<file path="config.mk">
export PLATFORM = sky130hd
export DESIGN_NAME = ftdi_tx_arbiter
export DESIGN_NICKNAME = d
export VERILOG_FILES = /design/src/rtl/ftdi_tx_arbiter.sv
export SDC_FILE = /design/constraint.sdc
export NUM_CORES = 1
export LEC_CHECK = 0
export BUFFER_PORTS_ARGS = -buffer_cell sky130_fd_sc_hd__buf_2
export CAP_MARGIN = 30
export CORE_AREA = 5 5 84 86
export CTS_CLUSTER_DIAMETER = 30
export DETAILED_ROUTE_END_ITERATION = 6
export DIE_AREA = 0 0 89 91
export PLACE_DENSITY_LB_ADDON = 0.3
export REMOVE_ABC_BUFFERS = 1
export SETUP_SLACK_MARGIN = 0.05
export SLEW_MARGIN = 20
export SYNTH_ARGS = -nofsm -noshare
export SYNTH_HDL_FRONTEND = slang
export SYNTH_SLANG_ARGS = --single-unit
</file>
<file path="constraint.sdc">
create_clock -name usb_clk -period 5.72 [get_ports usb_clk]
set_clock_uncertainty 0.15 [all_clocks]
set_input_delay 0.858 -clock usb_clk [delete_from_list [all_inputs] [get_ports usb_clk]]
set_output_delay 0.858 -clock usb_clk [all_outputs]
set_load 0.1 [all_outputs]
</file>
<file path="src/rtl/ftdi_tx_arbiter.sv">
// Packet-level round-robin arbiter sharing the FT60x TX stream among NUM_CH sources.
// Define FTDI_TX_ARB_HDR_EN to prefix each packet with a channel-ID header beat.
`timescale 1ns/1ps
module ftdi_tx_arbiter #(
  parameter int TDATA_WIDTH = 32,
  parameter int NUM_CH      = 4,
  localparam int CH_W       = $clog2(NUM_CH),
  localparam int KW         = TDATA_WIDTH / 8
) (
  input  logic                          usb_clk,
  input  logic                          rst_usbclk,
  input  logic [NUM_CH-1:0]             ch_en,
  input  logic [NUM_CH*TDATA_WIDTH-1:0] s_axis_tdata,
  input  logic [NUM_CH*KW-1:0]          s_axis_tkeep,
  input  logic [NUM_CH*KW-1:0]          s_axis_tstrb,
  input  logic [NUM_CH-1:0]             s_axis_tlast,
  input  logic [NUM_CH-1:0]             s_axis_tvalid,
  output logic [NUM_CH-1:0]             s_axis_tready,
  output logic [TDATA_WIDTH-1:0]        m_axis_tdata,
  output logic [KW-1:0]                 m_axis_tkeep,
  output logic [KW-1:0]                 m_axis_tstrb,
  output logic                          m_axis_tlast,
  output logic                          m_axis_tvalid,
  input  logic                          m_axis_tready,
  output logic [CH_W-1:0]               grant_ch,
  output logic                          busy,
  output logic                          pkt_done
);

  typedef enum logic [2:0] {
    S_IDLE = 3'b001,
    S_HDR  = 3'b010,
    S_DATA = 3'b100
  } state_t;

  state_t                 r_state;
  state_t                 w_next;
  logic [CH_W-1:0]        r_grant;
  logic [CH_W-1:0]        r_last_grant;
  logic                   r_busy;
  logic                   r_pkt_done;

  logic [NUM_CH-1:0]      w_req;
  logic [CH_W-1:0]        w_pick;
  logic [CH_W-1:0]        w_idx;
  logic                   w_found;
  logic [TDATA_WIDTH-1:0] w_g_data;
  logic [KW-1:0]          w_g_keep;
  logic [KW-1:0]          w_g_strb;
  logic                   w_g_last;
  logic                   w_g_valid;
  logic                   w_tl_fire;

  assign w_req = s_axis_tvalid & ch_en;

  // Search upward from the channel after the last winner, wrapping.
  always_comb begin
    w_found = 1'b0;
    w_pick  = '0;
    w_idx   = '0;
    for (int k = 1; k <= NUM_CH; k++) begin
      w_idx = CH_W'((32'(r_last_grant) + k) % NUM_CH);
      if (!w_found && w_req[w_idx]) begin
        w_found = 1'b1;
        w_pick  = w_idx;
      end
    end
  end

  always_comb begin
    w_g_data  = s_axis_tdata[int'(r_grant)*TDATA_WIDTH +: TDATA_WIDTH];
    w_g_keep  = s_axis_tkeep[int'(r_grant)*KW +: KW];
    w_g_strb  = s_axis_tstrb[int'(r_grant)*KW +: KW];
    w_g_last  = s_axis_tlast[r_grant];
    w_g_valid = s_axis_tvalid[r_grant];
  end

`ifdef FTDI_TX_ARB_HDR_EN
  logic [TDATA_WIDTH-1:0] w_hdr;

  always_comb begin
    w_hdr = '0;
    w_hdr[TDATA_WIDTH-1 -: 16] = 16'hA55A;
    w_hdr[CH_W-1:0] = r_grant;
  end
`endif

  assign w_tl_fire = (r_state == S_DATA) & w_g_valid
                   & m_axis_tready & w_g_last;

  always_comb begin
    w_next        = r_state;
    m_axis_tvalid = 1'b0;
    m_axis_tdata  = '0;
    m_axis_tkeep  = '0;
    m_axis_tstrb  = '0;
    m_axis_tlast  = 1'b0;
    s_axis_tready = '0;
    unique case (r_state)
      S_IDLE: begin
        if (w_found) begin
`ifdef FTDI_TX_ARB_HDR_EN
          w_next = S_HDR;
`else
          w_next = S_DATA;
`endif
        end
      end
`ifdef FTDI_TX_ARB_HDR_EN
      S_HDR: begin
        m_axis_tvalid = 1'b1;
        m_axis_tdata  = w_hdr;
        m_axis_tkeep  = '1;
        m_axis_tstrb  = '1;
        if (m_axis_tready) w_next = S_DATA;
      end
`endif
      S_DATA: begin
        m_axis_tvalid          = w_g_valid;
        m_axis_tdata           = w_g_data;
        m_axis_tkeep           = w_g_keep;
        m_axis_tstrb           = w_g_strb;
        m_axis_tlast           = w_g_last;
        s_axis_tready[r_grant] = m_axis_tready;
        if (w_tl_fire) w_next = S_IDLE;
      end
      default: w_next = S_IDLE;
    endcase
  end

  always_ff @(posedge usb_clk) begin
    if (rst_usbclk) r_state <= S_IDLE;
    else            r_state <= w_next;
  end

  always_ff @(posedge usb_clk) begin
    if (rst_usbclk) begin
      r_grant      <= '0;
      r_last_grant <= CH_W'(NUM_CH - 1);
      r_busy       <= 1'b0;
      r_pkt_done   <= 1'b0;
    end else begin
      r_busy     <= (w_next != S_IDLE);
      r_pkt_done <= w_tl_fire;
      if (r_state == S_IDLE && w_found) r_grant <= w_pick;
      if (w_tl_fire) r_last_grant <= r_grant;
    end
  end

  assign grant_ch = r_grant;
  assign busy     = r_busy;
  assign pkt_done = r_pkt_done;

endmodule

</file>
* After elaboration in Yosys (flattened, before gate mapping)
Cells that the tools add are included.
** Cells by class
- $add $sub $neg :: 4
- Bitwise gates (word level) :: 5
- Reductions and logical operators :: 8
- Eq/ne operators :: 3
- $lt $le $gt $ge :: 6
- Muxes and demuxes :: 31
- Shifts and indexed selects :: 3
** Operators with widths (count)
- $shiftx 128x8->32 :: 1
- $mux 32 :: 1
- $shiftx 16x5->4 :: 2
- $lt 2x3->1 const B :: 5
- $mux 1 :: 13
- $bmux 1 s2 :: 6
- $mux 4 :: 3
- $and 4x4->4 :: 2
- $mux 2 :: 4
- $mux 3 :: 2
- $pmux 3 s2 :: 1
- $logic_and 1x1->1 :: 5
- $add 2x1->2 const B :: 2
- $add 2x2->2 const B :: 2
- $and 1x1->1 :: 3
- $eq 3x1->1 const B :: 1
- $eq 3x3->1 const B :: 1
- $logic_not 1->1 :: 3
- $ne 3x1->1 const B :: 1
- $demux 1 s2 :: 1
- $ge 2x1->1 const B :: 1
** Storage, ports and cells
- Logic and storage cells :: 65
- Input bits :: 175
- Bits in registers :: 9
- Output and inout port bits :: 50

* Depth between registers and ports, before layout
- Word-level depth :: 16
- Mapped depth :: 4
- Gate-level depth less buffers :: 4

* Least setup slack after synthesis
OpenSTA, ideal clock, no wires.
- Path kind :: flip-flop to output port
- From :: register r_grant[0], in the netlist grant_ch[0]
- To :: output s_axis_tready[0]
- Buffers on the path :: 2
- Setup slack :: 0.546 ns
- Stages on the path, launching flop included :: 4
- Arrival :: 4.166 ns
- Required time :: 4.712 ns
- Cell sequence :: dfxtp_1 > buf_4 > buf_2 > nor4_1
** On the way
- Longest elaborated chain between the ends :: 6
- Elaborated cells between the ends (all ways) :: 7
- Classes of those cells :: order compare (2); mux (3); bitwise (1); reduce/logical (1)
** Ends and longest elaborated chain
- start: declaration :: RTL line 38 : logic [CH_W-1:0] r_grant;
- start signal: assignment :: RTL line 145 : if (r_state == S_IDLE && w_found) r_grant <= w_pick;
- $lt 2x3->1 (implied by the code) or $ge 2x1->1 (tied branches) :: RTL line 124 : s_axis_tready[r_grant] = m_axis_tready;
- $logic_and 1x1->1 (implied by the code) :: RTL line 124
- $mux 1 (implied by the code) :: RTL line 124
- $demux 1 s2 * :: RTL line 124
- $and 4x4->4 (no source line) *
- $mux 4 * :: RTL line 99 : unique case (r_state)
- end: declaration :: RTL line 18 : output logic [NUM_CH-1:0] s_axis_tready,
Mark *: on every way between the ends. The rest lies on a longest branch, timed or not.

* Worst setup path after layout
- From :: register r_grant[0], in the netlist grant_ch[0]
- To :: output m_axis_tdata[10]
** On the way
- Longest elaborated chain between the ends :: 2
** Ends and longest elaborated chain
- $shiftx 128x8->32 :: RTL line 71 : w_g_data = s_axis_tdata[int'(r_grant)*TDATA_WIDTH +: TDATA_WIDTH];
- $mux 32 :: RTL line 99
- end: declaration :: RTL line 19 : output logic [TDATA_WIDTH-1:0] m_axis_tdata,
No other way between the ends.

==> results.cfg <==
[setup_path]
worstSetupStartpointType = flop
crit_start = grant_ch[0]
reg2reg_slack_ns = 3.34
reg2regPathDepth = 4
critPathKind = reg -> out
crit_slowest_cell = dfxtp_4
cp_cell_sequence = mux4_2 -> and2_1 -> buf_2
cp_data_required_time_ns = 4.71
path_buf_inv = 1
worstPathArrival_ns = 2.24
cp_slowest_stage_delay_ns = 0.90
endpoint_kind = primary output
worstReg2RegStart = grant_ch[0]
critPathMaxFanout = 49
rr_endpoint = r_state[0]
cpLargestDelayFamily = flip-flops

[grt]
overflow = 0
grt_max_degree = 50
grt_pass1_wl_mm = 11.4
grt_pass1_vias = 2284
gr-usage-all-layers = 0.176
antenna_found_initial = 0

[sta]
finalHoldViolations = 0
slew_viol_final = 0
rsz0062_at_grt = false
period_needed_ns = 3.25
fin_crit_sh = 0.569
fmax_mhz = 307
setup_violations = 0
setup_tns_ns = 0
slew_headroom = 0.418
worst_pin_slew_ns = 0.873

[yosys]
ys_seq_area_frac = 0.103
ys_seq_elements = 9
syn_inst = 154
yosysTopAreaCellShare = 0.541
synth_warnings = 0
ys_types = 29
synthTopCellsByArea = mux4_2 (54%), and2_1 (15%), dfxtp_1 (10%), nor2_1 (2.4%), buf_6 (1.9%)
yosys.area.top_type = mux4_2
synth_area_um2 = 1750
syn_area_per_cell_um2 = 11.4

[flow_run]
cap_violations = 0

[die]
io_pins = 225
die_h_um = 91
core_um2 = 6200
dieArea_um2 = 8100
initial_utilization = 0.282
num_rows = 29
die_w_um = 89

[finish]
design_area_um2 = 2960
utilization = 0.477
nNetsFinal = 545
most-common-layout-cells = buf_2 (224), and2_1 (43), mux4_2 (42), nor2_1 (11), dfxtp_1 (7)
drive_gt1_frac = 0.743
final_common_cell = buf_2
synthToLayoutAreaGrowth_pct = 69.2
antenna_cells = 0

[hold_path]
min_path_cells = 2
hold_class = reg -> reg
min_from = r_last_grant[0]
holdPathEnd = r_last_grant[0]

[routing]
viasPerCell = 5.01
drcViolationCount = 0
first_iter_violations = 68
antenna_left = 0
wl_per_cell_um = 17.3
wl_mm = 7.70
dr.pass1.iters = 4
num_vias = 2233

[place]
detailed_place_hpwl_mm = 6.45
place_area_um2 = 2920
placement.io_buffers = 224
place_congestion = 0.861

[clock_tree]
cts_buffers = 3
clkTransAtPathRegs_ns = 0.05
cts_tree = built
post_cts_resized = 0
post_cts_buffers = 0
root_buffer = clkbuf_8
hold_buffers = 0
clock-sinks = 9
clock_latency_ns = 0.24
cts_max_level = 1
clk_path_buf_depth = 2

[power]
fin_total_pwr_mw = 0.326
leakagePower_nw = 1.54
vdd.ir_drop.worst_mv = 0.126
power_density_nw_per_um2 = 110

[status]
run_status = finished, final reports clean
## kinds of logic (layout without fill, tap and decap cells)
kind of cell,after synthesis,after routing,share of synthesized area
compound gates,15,15,0.0637
buf+inv,17,232,0.0551
flops,9,9,0.103
mux,44,44,0.552
other cells,1,1,0.00214
simple gates,68,68,0.224
## worst max-delay path by stage
stage | depth (start not counted) | slack [ns] | to
final | 3 | 2.47 | m_axis_tdata[10]
after CTS | 3 | 2.41 | m_axis_tdata[10]
after floorplan | 1 | 0.02 | s_axis_tready[0]
after global routing | 3 | 2.29 | m_axis_tdata[10]
after detailed placement | 3 | 2.67 | m_axis_tdata[10]
after global placement | 3 | 2.57 | m_axis_tvalid
## metrics by stage
stage	hold slack (ns)	instances	worst slack [ns]
5_1_grt	0.474	446	2.29
6_report	0.434	446	2.47
3_5_place_dp	0.424	442	2.67
4_1_cts	0.431	446	2.41
2_1_floorplan	0.384	139	0.0181
3_3_place_gp	0.417	441	2.57
## routing by layer
metal  part of all wire  wire length [µm]  global-route usage  up-vias
met5                  0                 0                   0        -
met4              0.018               136              0.0434        0
met3               0.12               910              0.0434       16
met2               0.54              4160               0.330      127
met1               0.32              2500               0.194     1048
li1                   -                 -                   -     1042
## final cells by class
cell class                      instances  area [µm²]
Clock buffer                            4        45.0
Tap cell                               77        96.3
Sequential cell                         9         185
Inverter                                2        7.51
Multi-Input combinational cell        128        1480
Fill cell                             596        3240
Timing Repair Buffer                  226        1150
## worst register-to-register path: stages (launching register included)
cell,delay (ns)
dfxtp_4,0.90
mux4_2,0.63
and2_1,0.21
a21o_1,0.21
a21o_1,0.17
## state kept, by name, indices dropped and copies added, names as in the netlist
register and cells:
pkt_done 1, r_last_grant 2, grant_ch 2, r_state 3, busy 1
## cells in the mapped netlist
master    number
and2_1        43
buf_6          3
nand3b_1       1
a211oi_1       2
and3_1         1
a21o_1         2
nand2_1        5
nand3_1        2
nor4_1         1
inv_1          2
mux4_2        42
or3b_1         1
nand4b_1       1
nor2_1        11
nor3b_1        2
o211ai_1       2
buf_4          1
a41o_1         1
a22o_1         2
a31oi_1        1
o41ai_1        1
mux2i_1        2
conb_1         1
dfxtp_1        9
a32oi_1        1
buf_2          5
clkbuf_1       5
a21oi_1        3
buf_1          1
## power breakdown
group	leakage (nW)	internal, mW	switching, mW
sequential	0.0749	0.0659	0.0185
combinational	1.44	0.104	0.0623
clock	0.0228	0.0487	0.0264
Note: power is estimated with default switching activity, not from simulation.
